<file path="src/rtl/bit_serializer.sv">
// bit_serializer: accepts a WIDTH-bit word over valid/ready and emits it MSB-first on x, one bit per advancing clock.
// Optional build macro SERIALIZER_BACK2BACK_EN lets the next word load on the final advancing edge (zero-gap stream).
module bit_serializer #(
    parameter int WIDTH = 32,
    parameter int CNT_W = 5
) (
    input  logic             clk,
    input  logic             clear,
    input  logic             load_valid,
    output logic             load_ready,
    input  logic [WIDTH-1:0] data_in,
    input  logic             advance,
    output logic             x,
    output logic             x_valid,
    output logic             last,
    output logic             busy
);

    typedef enum logic [0:0] {
        IDLE  = 1'b0,
        SHIFT = 1'b1
    } state_e;

    localparam logic [CNT_W-1:0] CNT_MSB  = CNT_W'(WIDTH - 1);
    localparam logic [CNT_W-1:0] CNT_ONE  = CNT_W'(1);
    localparam logic [CNT_W-1:0] CNT_ZERO = CNT_W'(0);

    state_e           state_q;
    state_e           state_d;
    logic [WIDTH-1:0] shreg_q;
    logic [WIDTH-1:0] shreg_d;
    logic [CNT_W-1:0] cnt_q;
    logic [CNT_W-1:0] cnt_d;
    logic             x_q;
    logic             x_d;
    logic             x_valid_q;
    logic             x_valid_d;

    logic [WIDTH-1:0] shifted_s;
    logic             cnt_zero_s;
    logic             word_done_s;
    logic             load_ready_s;
    logic             handshake_s;

    // Handshake decode; the back-to-back build also accepts on the final advancing edge.
    always_comb begin
        shifted_s   = shreg_q << 1;
        cnt_zero_s  = (cnt_q == CNT_ZERO);
        word_done_s = (state_q == SHIFT) && advance && cnt_zero_s;
`ifdef SERIALIZER_BACK2BACK_EN
        load_ready_s = (state_q == IDLE) || word_done_s;
`else
        load_ready_s = (state_q == IDLE);
`endif
        handshake_s = load_valid && load_ready_s;
    end

    // Next-state logic; a stalled SHIFT keeps every register so no bit is skipped or repeated.
    always_comb begin
        state_d   = state_q;
        shreg_d   = shreg_q;
        cnt_d     = cnt_q;
        x_d       = x_q;
        x_valid_d = x_valid_q;
        case (state_q)
            IDLE: begin
                if (handshake_s) begin
                    state_d   = SHIFT;
                    shreg_d   = data_in;
                    cnt_d     = CNT_MSB;
                    x_d       = data_in[WIDTH-1];
                    x_valid_d = 1'b1;
                end else begin
                    x_d       = 1'b0;
                    x_valid_d = 1'b0;
                end
            end
            SHIFT: begin
                if (!advance) begin
                    state_d = SHIFT;
                end else if (!cnt_zero_s) begin
                    shreg_d = shifted_s;
                    cnt_d   = cnt_q - CNT_ONE;
                    x_d     = shifted_s[WIDTH-1];
                end else if (handshake_s) begin
                    // Only reachable when the final edge doubles as a load edge.
                    state_d   = SHIFT;
                    shreg_d   = data_in;
                    cnt_d     = CNT_MSB;
                    x_d       = data_in[WIDTH-1];
                    x_valid_d = 1'b1;
                end else begin
                    state_d   = IDLE;
                    shreg_d   = {WIDTH{1'b0}};
                    cnt_d     = CNT_ZERO;
                    x_d       = 1'b0;
                    x_valid_d = 1'b0;
                end
            end
            default: begin
                state_d   = IDLE;
                shreg_d   = {WIDTH{1'b0}};
                cnt_d     = CNT_ZERO;
                x_d       = 1'b0;
                x_valid_d = 1'b0;
            end
        endcase
    end

    // State and output registers; clear aborts any word in flight immediately.
    always_ff @(posedge clk or posedge clear) begin
        if (clear) begin
            state_q   <= IDLE;
            shreg_q   <= {WIDTH{1'b0}};
            cnt_q     <= CNT_ZERO;
            x_q       <= 1'b0;
            x_valid_q <= 1'b0;
        end else begin
            state_q   <= state_d;
            shreg_q   <= shreg_d;
            cnt_q     <= cnt_d;
            x_q       <= x_d;
            x_valid_q <= x_valid_d;
        end
    end

    assign load_ready = load_ready_s;
    assign x          = x_q;
    assign x_valid    = x_valid_q;
    assign last       = x_valid_q && cnt_zero_s;
    assign busy       = (state_q == SHIFT);

endmodule

</file>
<file path="config.mk">
export PLATFORM = sky130hd
export DESIGN_NAME = bit_serializer
export DESIGN_NICKNAME = d
export VERILOG_FILES = /design/src/rtl/bit_serializer.sv
export SDC_FILE = /design/constraint.sdc
export NUM_CORES = 1
export LEC_CHECK = 0
export CORE_MARGIN = 2
export CORE_UTILIZATION = 54
export CTS_CLUSTER_SIZE = 8
export DETAILED_ROUTE_END_ITERATION = 10
export HOLD_SLACK_MARGIN = 0.1
export PLACE_DENSITY = 0.84
export SETUP_SLACK_MARGIN = 0.2
export SYNTH_ARGS = -nofsm -noshare
export SYNTH_HDL_FRONTEND = slang
export SYNTH_SLANG_ARGS = --single-unit
</file>
<file path="constraint.sdc">
create_clock -name clk -period 2.5 [get_ports clk]
set_input_delay 0.5 -clock clk [delete_from_list [all_inputs] [get_ports clk]]
set_output_delay 0.5 -clock clk [all_outputs]
set_load 0.1 [all_outputs]
</file>
==> results.md, run 1 <==
* Number of buffers added on ports at 40
* Routed wire length at 3940 microns
* Area delta synth->final at 27.7%
* Setup TNS at 0 ps
* Endpoints failing setup at 0
* Initial Util at 56.4%
* Mapped Area at 1880 sq um
* Antenna-violating nets left at 0
* Worst-path clk slew at 110 ps
* RSZ-0062 raised after global routing: false
* Syn Nets at just under 200
* Synthesized instance count at ~160
* Fin Clk Skew at a little over 6 ps
* Post-DP Area at 2350 sq um
* Async set-or-reset flop fraction in the synthesized netlist at 100%
* Cts bufs inserted at 5
* Share of layout cells above drive strength 1 at between 15 and 20%
* H-tree levels at 2
* Status: finished clean
* Yosys warnings at 0
* Post-synth EDFFs at 0
* Sequential share of power at 45.1%
* # Max-Cap Violations at 0
* Worst-Margin Slew at 472 ps
* Number of diodes at 0
* Die Area at between 3000 and 4000 sq um
* DR pass1 iterations at 4
* Top FF cell, synth: dfrtp_1
* Total core area at 3340 sq um
* Antenna violations before repair at 0
* Die span in y at ~63 microns
* Post-DP HPWL at 2860 microns
* Sink Count at 39
* Leakage at 1.13 nW
* Clock Tree Root: clkbuf_4
* Clk buf depth at 2
* Num rows at 21
* Final Hold Fails at 0
* Final GP Congestion at 0.761
* Final period utilization at around 85%
* Number of global-route vias before repair at 1474
* Worst Setup Start Kind: register
* Comb pwr share at 42.3%
* P per Cell Area at 987 nW/um^2
* Seq cells post-synth at 39
* Worst skew pair latency at 340 ps
* Drt wl/cell at 15.6 microns
* CP Data Required Time at 2000 ps
* Chip width at 63.1 microns
* DRC violations left at 0
* Internal power at 0.00145 W
* Headroom to the max-slew limit at 68.5%
* DR vias at 1440
* FMAX at 0.469 GHz
* I/O pin count at 41
* Crit-path max FO at 4
* Avg Inst Size Synth at 11.6 sq um
* Clock power frac at 12.6%
* Min Clock Period, post-route at 2130 ps
* Initial DRC Count at 68
* First-pass GRT wire length at 6810 microns
* Crit path DAT at 1630 ps
* Sw Ratio at 39.0%
* Synth unique cells at 28
* Vias per Instance at 5.69
* Critical Setup Path Class: register to primary output
* Grt total ovfl at 0
* Slew Viols, Final at 0
* CTS tree: done
* Crit. End Element: primary output
* Hold Crit Class: register to register
* Largest net degree at the start of global routing at 40
* GR Util All Layers at 22.2%
* NetSw at approximately 0.00093 W
* Post-synthesis sequential area ratio at 51.8%
* Nets at approximately 240
* Post-route cell area at around 2400 sq um
* Highest ir drop seen on vdd at 0.000377 V
cells by family after synthesis:
group	synth area share (%)
mux	5.32
compound gates	23.9
buf+inv	4.72
flops	51.8
fa+ha+maj	0.664
simple gates	13.6
path summary, 6_finish.rpt:
path / from / end / slack, ps / cells past startpoint
max: cnt_q[0]$_DFFE_PP0P_ / last / 370 / 5
min: shreg_q[4]$_DFFE_PP0P_ / shreg_q[5]$_DFFE_PP0P_ / 530 / 1
max reg2reg: cnt_q[0]$_DFFE_PP0P_ / shreg_q[12]$_DFFE_PP0P_ / 620 / 7
min reg2reg: shreg_q[4]$_DFFE_PP0P_ / shreg_q[5]$_DFFE_PP0P_ / 530 / 1
max in group asynchronous: clear / shreg_q[14]$_DFFE_PP0P_ / 1590 / 3
min in group asynchronous: clear / shreg_q[23]$_DFFE_PP0P_ / 580 / 3
layer usage:
| layer | global-route usage, % | part of all wire [%] |
|---|---|---|
| met3 | 6.43 | 5.8 |
| met5 | 0 | 0 |
| met1 | 28.2 | 44 |
| met2 | 35.6 | 48 |
| met4 | 9.44 | 1.8 |
power groups by stage:
stage	combinational (W)	clock (W)	sequential (W)
floorplan	0.000642	0	0.00117
global placement	0.000962	0	0.00106
detailed placement	0.00101	0	0.00108
CTS	0.00102	0.000314	0.00107
global route	0.00109	0.000342	0.00110
finish	0.00100	0.000299	0.00107
critical path: stages, from the launching register on:
cell and delay [ps]:
dfrtp_1 420, inv_1 90, ha_1 190, nor4b_4 220
and2_2 200, buf_12 170
layout by cell type (no fill, tap or decap), types with 2 or more instances in the layout:
| master | n |
|---|---|
| dfrtp_1 | 39 |
| clkdlybuf4s50_1 | 35 |
| and2_1 | 22 |
| a221o_1 | 21 |
| buf_4 | 13 |
| nand2_1 | 11 |
| mux2i_1 | 10 |
| a21o_2 | 9 |
| o22ai_1 | 9 |
| clkbuf_4 | 5 |
| inv_1 | 4 |
| a21oi_1 | 3 |
| nor2_1 | 3 |
| o31ai_1 | 3 |
| a221o_2 | 2 |
| clkbuf_1 | 2 |
| buf_12 | 2 |
cell type report:
cell class / count / area [sq um]
Clock buffer: 7 / 45.0
Clock inverter: 1 / 5.00
Sequential cell: 39 / 976
Fill cell: 255 / 932
Tap cell: 46 / 57.6
Multi-Input combinational cell: 106 / 818
Timing Repair Buffer: 50 / 488
Inverter: 4 / 15.0
flip-flops by register name, indices dropped and copies added (netlist names):
name and count:
cnt_q 5, x 1, shreg_q 31, x_valid 1, busy 1
cells in the mapped netlist (2+ instances only):
cell type / count / area share (%)
a21o_2: 9 / 4.2
a21oi_1: 3 / 0.80
a221o_1: 21 / 11
a221o_2: 2 / 1.2
and2_1: 22 / 7.3
buf_2: 2 / 0.53
buf_6: 3 / 1.8
clkbuf_1: 8 / 1.6
dfrtp_1: 39 / 52
inv_1: 4 / 0.80
mux2i_1: 10 / 5.3
nand2_1: 11 / 2.2
nor2_1: 3 / 0.60
o22ai_1: 9 / 3.0
o31ai_1: 3 / 1.2
what timing repair did:
item                                    4_1_cts  5_1_grt
setup buffers                                 1        0
gates resized for setup                       0        0
endpoints found under the setup margin        1        0
hold buffers                                  0        0
metrics by stage:
stage | setup WS [ps] | hold WS, ps | std cells | power, W | util, %
after floorplan | 249 | 458 | 162 | 0.00181 | -
after global placement | 531 | 480 | 244 | 0.00202 | 70.3
after detailed placement | 456 | 492 | 244 | 0.00209 | 70.3
after CTS | 355 | 520 | 253 | 0.00240 | 72.1
after global routing | 253 | 541 | 253 | 0.00253 | 72.1
final | 367 | 526 | 253 | 0.00237 | 72.1
No activity file was read; power rests on OpenSTA's default activity.
==> run 2: changes to the inputs <==
--- a/config.mk
+++ b/config.mk
@@ -10,7 +10,7 @@
 export CTS_CLUSTER_SIZE = 8
 export DETAILED_ROUTE_END_ITERATION = 10
 export HOLD_SLACK_MARGIN = 0.1
-export PLACE_DENSITY = 0.84
+export PLACE_DENSITY = 0.81
 export SETUP_SLACK_MARGIN = 0.2
 export SYNTH_ARGS = -nofsm -noshare
 export SYNTH_HDL_FRONTEND = slang
==> run 2 against run 1 <==
Compared with the run above:
- first-iteration DRC count is 18% lower
- register-to-register slack better by 40 ps
- sequential share of layout area is 0.31 points lower
- largest power group unchanged
==> results.md, run 2 (same netlist as run 1, synthesis figures left out) <==
* Crit. End Element: primary output
* Max reg flops at 31
* Final worst slack at ~370 ps
* Sink Count at 39
* Worst-path clk slew at 110 ps
* CP max-delay cell: dfrtp_1
* Num rows at 21
* Worst r2r path cells at 7
* Highest ir drop seen on vdd at ~0.00053 V
* Reg2reg setup slack at 660 ps
* Met1 wire length at 1670 microns
* DR vias at 1496
* Worst r2r src: cnt_q[0]$_DFFE_PP0P_
* Die span in y at 63.1 microns
* Top Metal Used: met4
* Worst Setup Start Kind: register
* Largest net degree at the start of global routing at 40
* CP endpoint: last
* Final period utilization at 85.1%
* Antenna-violating nets left at 0
* DR pass1 iterations at 4
* Share of layout cells above drive strength 1 at 18.4%
* Post-CTS setup buffers at 0
* Crit-path max FO at 4
* Stages on the worst setup path at 5
* Status: finished clean
* First-pass GRT wire length at 7000 microns
* Leakage at 1.14 nW
* Worst-Margin Slew at 518 ps
* Cts bufs inserted at 5
* Hold Crit Class: register to register
* Endpoints failing setup at 0
* Headroom to the max-slew limit at 65.5%
* CP bufs+invs at 2
* Critical path origin: cnt_q[0]$_DFFE_PP0P_
* Cts repair resizes at 0
* Met2 wire length at 2030 microns
* Kind of cell adding the most delay to the critical path: flip-flops
* Fin Clk Skew at 2.72 ps
* Metal3 WL at 242 microns
* Clk buf depth at 2
* GR Util All Layers at 22.6%
* # Max-Cap Violations at 0
* Area delta synth->final at 28.7%
* Crit path DAT at approximately 1600 ps
* Setup TNS at 0 ps
* I/O pin count at 41
* Die Area at 3980 sq um
* Post-DP HPWL at ~2900 microns
* P per Cell Area at 1010 nW/um^2
* Slew Viols, Final at 0
* Dpl ws at just over 500 ps
* Chip width at 63.1 microns
* Min Clock Period, post-route at approximately 2100 ps
* Most flop-heavy register: shreg_q
* Nets at around 240
* Number of global-route vias before repair at around 1500
* Hold buffers post-CTS at 0
* CTS tree: done
* FMAX at around 0.47 GHz
* Most frequent cells in the layout: dfrtp_1 (39), clkdlybuf4s50_1 (35), and2_1 (22), a221o_1 (21), buf_4 (13)
* CP cell instances: inv_1 > ha_1 > nor4b_4 > and2_2 > buf_12
* Worst r2r dst: shreg_q[30]$_DFFE_PP0P_
* Initial Util at a little under three fifths
* Vias per Instance at 5.91
* CP Data Required Time at 2000 ps
* Critical Setup Path Class: register to primary output
* Max incr delay on CP at 420 ps
* H-tree levels at 2
* Commonest non-fill, non-tap cell in the layout: dfrtp_1
* Number of buffers added on ports at 40
* Routed wire length at 4020 microns
* Total core area at between 3000 and 4000 sq um
* RSZ-0062 raised after global routing: false
* Clock Tree Root: clkbuf_4
* Drt wl/cell at 15.9 microns
* DRC violations left at 0
* Final Hold Fails at 0
* Top flop regs: shreg_q x31, cnt_q x5
* Final GP Congestion at 0.767
* Grt total ovfl at 0
* Worst skew pair latency at between 300 and 400 ps
* Initial DRC Count at 56
* Antenna violations before repair at 0
* Number of diodes at 0
[run 2: how the worst min path moves through the flow]
stage / from / endpoint / slack (ps) / cells past startpoint
after global placement: shreg_q[3]$_DFFE_PP0P_ / shreg_q[4]$_DFFE_PP0P_ / 480 / 1
after global routing: shreg_q[3]$_DFFE_PP0P_ / shreg_q[4]$_DFFE_PP0P_ / 540 / 1
after floorplan: shreg_q[3]$_DFFE_PP0P_ / shreg_q[4]$_DFFE_PP0P_ / 460 / 1
final: shreg_q[3]$_DFFE_PP0P_ / shreg_q[4]$_DFFE_PP0P_ / 510 / 1
after CTS: shreg_q[3]$_DFFE_PP0P_ / shreg_q[4]$_DFFE_PP0P_ / 520 / 1
after detailed placement: shreg_q[3]$_DFFE_PP0P_ / shreg_q[4]$_DFFE_PP0P_ / 490 / 1
[run 2: area by class of cell]
class / instances / area, sq um
multi-input cells: 106 / 818
repair buffers: 50 / 488
fillers: 258 / 913
inverters: 4 / 15.0
well taps: 46 / 57.6
flip-flops and latches: 39 / 976
clock buffers: 8 / 68.8
[run 2: routing by layer]
layer,vias to the layer above,track usage [%]
met5,-,0
met4,0,7.78
met3,7,6.25
met2,52,38.4
met1,741,27.7
li1,696,-
[run 2: power by group]
| part | leakage (nW) | total [W] | switching, W | internal, W |
|---|---|---|---|---|
| logic | 0.600 | 0.000996 | 0.000525 | 0.000471 |
| registers | 0.502 | 0.00109 | 0.000224 | 0.000866 |
| clock network | 0.0386 | 0.000361 | 0.000196 | 0.000165 |
| total | 1.14 | 0.00245 | 0.000946 | 0.00150 |
[run 2: through the flow]
stage	area [sq um]	total power [W]	util [%]	std cells	hold slack, ps
floorplan	1880	0.00181	-	162	458
global placement	2350	0.00202	70.6	245	476
detailed placement	2350	0.00210	70.6	245	492
CTS	2420	0.00246	72.6	253	516
global route	2420	0.00260	72.6	253	539
finish	2420	0.00245	72.6	253	509
